`config.mk`:
```
export PLATFORM = sky130hd
export DESIGN_NAME = bram_port_arbiter
export DESIGN_NICKNAME = d
export VERILOG_FILES = /design/src/rtl/bram_port_arbiter.sv
export SDC_FILE = /design/constraint.sdc
export NUM_CORES = 1
export LEC_CHECK = 0
export CORE_MARGIN = 1.5
export CORE_UTILIZATION = 39
export DETAILED_ROUTE_END_ITERATION = 6
export PLACE_DENSITY = 0.95
export RECOVER_POWER = 50
export SLEW_MARGIN = 25
export SYNTH_ARGS = -nofsm -noshare
export SYNTH_HDL_FRONTEND = slang
export SYNTH_SLANG_ARGS = --single-unit
export TNS_END_PERCENT = 5
```
`constraint.sdc`:
```
create_clock -name clka -period 3.65 [get_ports clka]
set_input_delay 0.9125 -clock clka [delete_from_list [all_inputs] [get_ports clka]]
set_output_delay 0.9125 -clock clka [all_outputs]
set_load 0.01 [all_outputs]
```
`src/rtl/bram_port_arbiter.sv`:
```
// bram_port_arbiter: round-robin sharing of one simple-dual-port BRAM between clients A and B.
// Optional macro BRAM_PORT_ARBITER_FWD_EN: a read accepted on the same edge as a write to the
// same address returns the new write data instead of the RAM's old data.
module bram_port_arbiter #(
  parameter int ADDR_WIDTH   = 10,
  parameter int DATA_WIDTH   = 18,
  parameter int READ_LATENCY = 2
) (
  input  logic                  clka,
  input  logic                  rst_n,
  input  logic                  a_wr_req,
  input  logic [ADDR_WIDTH-1:0] a_wr_addr,
  input  logic [DATA_WIDTH-1:0] a_wr_data,
  output logic                  a_wr_gnt,
  input  logic                  b_wr_req,
  input  logic [ADDR_WIDTH-1:0] b_wr_addr,
  input  logic [DATA_WIDTH-1:0] b_wr_data,
  output logic                  b_wr_gnt,
  input  logic                  a_rd_req,
  input  logic [ADDR_WIDTH-1:0] a_rd_addr,
  output logic                  a_rd_gnt,
  input  logic                  b_rd_req,
  input  logic [ADDR_WIDTH-1:0] b_rd_addr,
  output logic                  b_rd_gnt,
  output logic                  a_rvalid,
  output logic [DATA_WIDTH-1:0] a_rdata,
  output logic                  b_rvalid,
  output logic [DATA_WIDTH-1:0] b_rdata,
  output logic [ADDR_WIDTH-1:0] data_addra,
  output logic [DATA_WIDTH-1:0] data_dina,
  output logic                  data_wea,
  output logic [ADDR_WIDTH-1:0] data_addrb,
  output logic                  data_enb,
  output logic                  regceb,
  output logic                  rstb,
  input  logic [DATA_WIDTH-1:0] data_doutb
);
  localparam int L = READ_LATENCY;
  logic                  wr_last_b_q, wr_last_b_d, rd_last_b_q, rd_last_b_d;
  logic                  wr_acc, rd_acc;
  logic [ADDR_WIDTH-1:0] wr_addr, rd_addr;
  logic [DATA_WIDTH-1:0] wr_data, rd_src;
  logic                  wea_q, wea_d, enb_q, enb_d, rstb_q;
  logic [ADDR_WIDTH-1:0] addra_q, addra_d, addrb_q, addrb_d;
  logic [DATA_WIDTH-1:0] dina_q, dina_d;
  logic [L:0]            tvld_q, tvld_d, tid_q, tid_d;

  // A wins a contention unless it was the last one granted on that port
  assign a_wr_gnt = a_wr_req & (~b_wr_req | wr_last_b_q);
  assign b_wr_gnt = b_wr_req & ~a_wr_gnt;
  assign a_rd_gnt = a_rd_req & (~b_rd_req | rd_last_b_q);
  assign b_rd_gnt = b_rd_req & ~a_rd_gnt;
  assign wr_acc   = a_wr_gnt | b_wr_gnt;
  assign rd_acc   = a_rd_gnt | b_rd_gnt;
  assign wr_addr  = a_wr_gnt ? a_wr_addr : b_wr_addr;
  assign wr_data  = a_wr_gnt ? a_wr_data : b_wr_data;
  assign rd_addr  = a_rd_gnt ? a_rd_addr : b_rd_addr;

  // Next state: pointers track the last winner, command regs capture accepts, tags shift
  always_comb begin
    wr_last_b_d = wr_acc ? b_wr_gnt : wr_last_b_q;
    rd_last_b_d = rd_acc ? b_rd_gnt : rd_last_b_q;
    wea_d       = wr_acc;
    addra_d     = wr_acc ? wr_addr : addra_q;
    dina_d      = wr_acc ? wr_data : dina_q;
    enb_d       = rd_acc;
    addrb_d     = rd_acc ? rd_addr : addrb_q;
    tvld_d      = {tvld_q[L-1:0], rd_acc};
    tid_d       = {tid_q[L-1:0], b_rd_gnt};
  end

  // State registers; rstb stays high until the first edge after reset release
  always_ff @(posedge clka or negedge rst_n) begin
    if (!rst_n) begin
      wr_last_b_q <= 1'b1;
      rd_last_b_q <= 1'b1;
      rstb_q      <= 1'b1;
      wea_q       <= 1'b0;
      enb_q       <= 1'b0;
      addra_q     <= '0;
      dina_q      <= '0;
      addrb_q     <= '0;
      tvld_q      <= '0;
      tid_q       <= '0;
    end else begin
      wr_last_b_q <= wr_last_b_d;
      rd_last_b_q <= rd_last_b_d;
      rstb_q      <= 1'b0;
      wea_q       <= wea_d;
      enb_q       <= enb_d;
      addra_q     <= addra_d;
      dina_q      <= dina_d;
      addrb_q     <= addrb_d;
      tvld_q      <= tvld_d;
      tid_q       <= tid_d;
    end
  end

`ifdef BRAM_PORT_ARBITER_FWD_EN
  logic [L:0]                 tfwd_q, tfwd_d;
  logic [L:0][DATA_WIDTH-1:0] tdat_q, tdat_d;

  // Each tag also carries whether a same-edge write hit its address, and that write's data
  always_comb begin
    tfwd_d = {tfwd_q[L-1:0], wr_acc & rd_acc & (wr_addr == rd_addr)};
    tdat_d = {tdat_q[L-1:0], wr_data};
  end

  // Forwarding tag registers
  always_ff @(posedge clka or negedge rst_n) begin
    if (!rst_n) begin
      tfwd_q <= '0;
      tdat_q <= '0;
    end else begin
      tfwd_q <= tfwd_d;
      tdat_q <= tdat_d;
    end
  end

  assign rd_src = tfwd_q[L] ? tdat_q[L] : data_doutb;
`else
  assign rd_src = data_doutb;
`endif

  assign data_wea   = wea_q;
  assign data_addra = addra_q;
  assign data_dina  = dina_q;
  assign data_enb   = enb_q;
  assign data_addrb = addrb_q;
  assign regceb     = 1'b1;
  assign rstb       = rstb_q;
  assign a_rvalid   = tvld_q[L] & ~tid_q[L];
  assign b_rvalid   = tvld_q[L] & tid_q[L];
  assign a_rdata    = a_rvalid ? rd_src : '0;
  assign b_rdata    = b_rvalid ? rd_src : '0;
endmodule

```
==> summary.md <==
| Metric | Value |
|---|---|
| Util after Layout | 0.6854 |
| First drt pass iteration count | 4 |
| Flop2flop setup slack | 1.67 ns |
| Hpwl dp | 6561 µm |
| Start point of the critical path | a_rd_req |
| Global-route wire length before repair | 13160 µm |
| Final Hold Fails | 0 |
| Grt total ovfl | 0 |
| Vias per inst | 5.310 |
| Tot GR Track Use | 0.2222 |
| Gate Count Post-Synth | 285 |
| Clk root buf | clkbuf_8 |
| CP endpoint | b_rd_gnt |
| PostCTS Resize Cnt | 0 |
| Reg2reg end | data_addra[5] |
| Initial Util | 0.4028 |
| Status | finished, violations left |
| Final setup fails | 0 |
| Sequential fraction of the synthesis area | 0.4428 |
| Clock Latency Late Sink | 0.30 ns |
| Row cnt | 30 |
| Synth cell types | 19 |
| Initial drt markers | 122 |
| Die width | 86.54 µm |
| H-tree Lvls | 2 |
| Max cap viols | 2 |
| Crit path kind | primary input to output pin |
| Critical path endpoint category | output pin |
| Vias in the first global route | 2743 |
| CTS Buffer Depth | 2 |
| R2R depth | 4 |
| Die Y | 86.54 µm |
| Post-Syn Nets | 385 |
| Failing checks | capacitance limit, slew limit |
| Postcts setup bufs | 0 |
| IO Count | 184 |
| Die ar. | 7488 µm² |
| Via count | 2841 |
| Yosys warning count | 0 |
| GP Congestion | 0.7936 |
| WP data required | 2.74 ns |
| Crit path max fanout | 4 |
| Worst setup SP type | primary input |
| WL per Instance | 16.39 µm |
| PD cells | 335.7 nW/µm² |
| Max Slew Vio Count | 97 |
| Clock sink total | 48 |
| Port Buf Inserts | 182 |
| Flops & latches, synth | 48 |
| Most frequent cells in the layout | clkdlybuf4s50_1 (178), and3_1 (56), dfrtp_1 (45), mux2i_1 (38), a31oi_1 (38) |
| Fin cells | 535 |
| Fmax | 310.6 MHz |
| Worst rel slew slack | -0.7173 |
| Area after DPL | 4553 µm² |
| RSZ-0062 raised after global routing | false |
| Total Power | 1.554 mW |
| Slew of the pin with the lowest slew margin | 2.576 ns |
| Area of the core | 6756 µm² |
| Hold buffers post-CTS | 0 |
| Syn avg cell area | 9.549 µm² |
| Hold crit path type | flop to flop |
| Initial antenna violation count | 1 |
| Largest net degree at the start of global routing | 49 |
| Crit path arrival time | 2.31 ns |
| Drt total wl | 8769 µm |
| R2r startpoint | wr_last_b_q |
| Fin crit share | 0.8820 |
| Worst vdd ir | 0.0001946 V |
| Fin Setup TNS | 0 ns |
| Leak | 2.072 nW |
| Layout area overhead | 70.16% |
| ANT nets after route | 0 |
| Clock transition at the registers of the reported paths | 0.08 ns |
| Clock Skews | 0.006825 ns |
| CTS tree | built |
| Final std cell area, no fill | 4631 µm² |
| Num CTS Buffers | 5 |
| Post-Syn Area | 2721 µm² |
| Commonest non-fill, non-tap cell in the layout | clkdlybuf4s50_1 |
| Share of layout cells above drive strength 1 | 0.04185 |
| Post-layout nets | 553 |
| Final worst path period need | 3.219 ns |
| DRC Markers | 0 |
| Placed Cells incl. Taps | 526 |
| Filler cells | 516 |
==> synth_stat cells <==
library cell	number	area, µm²
a21boi_0	2	15.01
a31oi_1	38	237.7
and2_1	19	118.9
and3_1	56	350.3
buf_2	2	10.01
buf_4	5	37.54
buf_6	2	22.52
clkbuf_1	22	82.58
conb_1	2	7.510
dfrtp_1	45	1126
dfstp_2	3	78.83
inv_1	4	15.01
mux2i_1	38	380.4
nand2_1	4	15.01
nor2b_1	1	6.260
o21a_1	2	15.01
o21ai_0	12	60.06
o21ai_1	26	130.1
or2_2	2	12.51
==> through the flow <==
stage	setup slack (ns)	hold slack (ns)
after floorplan	1.233	0.3312
after global placement	0.5320	0.3381
after detailed placement	0.5254	0.3347
after CTS	0.5251	0.3545
after global routing	0.2832	0.3690
final	0.4307	0.3529
==> metal layers <==
metal | vias to the layer above | GRT usage | part of all wire
li1 | 1381 | - | -
met1 | 1320 | 0.2600 | 0.39
met2 | 123 | 0.4013 | 0.52
met3 | 17 | 0.03714 | 0.064
met4 | 0 | 0.09238 | 0.028
met5 | - | 0 | 0
==> cell families after synthesis <==
family / synth area share
buffers and inverters: 0.06161
other: 0.002760
AOI/OAI and AO/OA: 0.1683
DFF: 0.4428
muxes: 0.1398
and+or+nand+nor: 0.1848
==> state kept, by name, indices dropped and copies added (netlist names) <==
signal	count
data_addra	10
data_addrb	10
data_dina	18
data_wea	1
rd_last_b_q	1
rstb	1
tid_q	3
tvld_q	3
wr_last_b_q	1
==> final cells by class <==
class	count	area (µm²)	share of cell area
Antenna cell	1	2.502	0.0005404
Tap cell	80	100.1	0.02162
Multi-Input combinational cell	202	1349	0.2913
Clock buffer	6	82.58	0.01783
Sequential cell	48	1205	0.2602
Clock inverter	2	13.76	0.002972
Timing Repair Buffer	192	1863	0.4023
Inverter	4	15.01	0.003242
==> critical path, stage by stage <==
cell             delay, ns
dlygate4sd3_1         0.59
nand2_1               0.12
nand2_1               0.07
inv_1                 0.08
clkdlybuf4s50_1       0.53
==> worst min-delay path by stage <==
stage                end      start  slack, ns  cells after the start
2_1_floorplan   tid_q[1]   tid_q[0]       0.33                      0
3_3_place_gp   tvld_q[2]  tvld_q[1]       0.34                      0
3_5_place_dp    tid_q[2]   tid_q[1]       0.33                      0
4_1_cts         tid_q[2]   tid_q[1]       0.35                      0
5_1_grt         tid_q[1]   tid_q[0]       0.37                      0
6_report        tid_q[2]   tid_q[1]       0.35                      0
==> where the power goes <==
part | internal (mW) | switching (mW)
clock network | 0.155 | 0.186
logic | 0.334 | 0.227
registers | 0.602 | 0.0505
No activity file was read; power rests on OpenSTA's default activity.
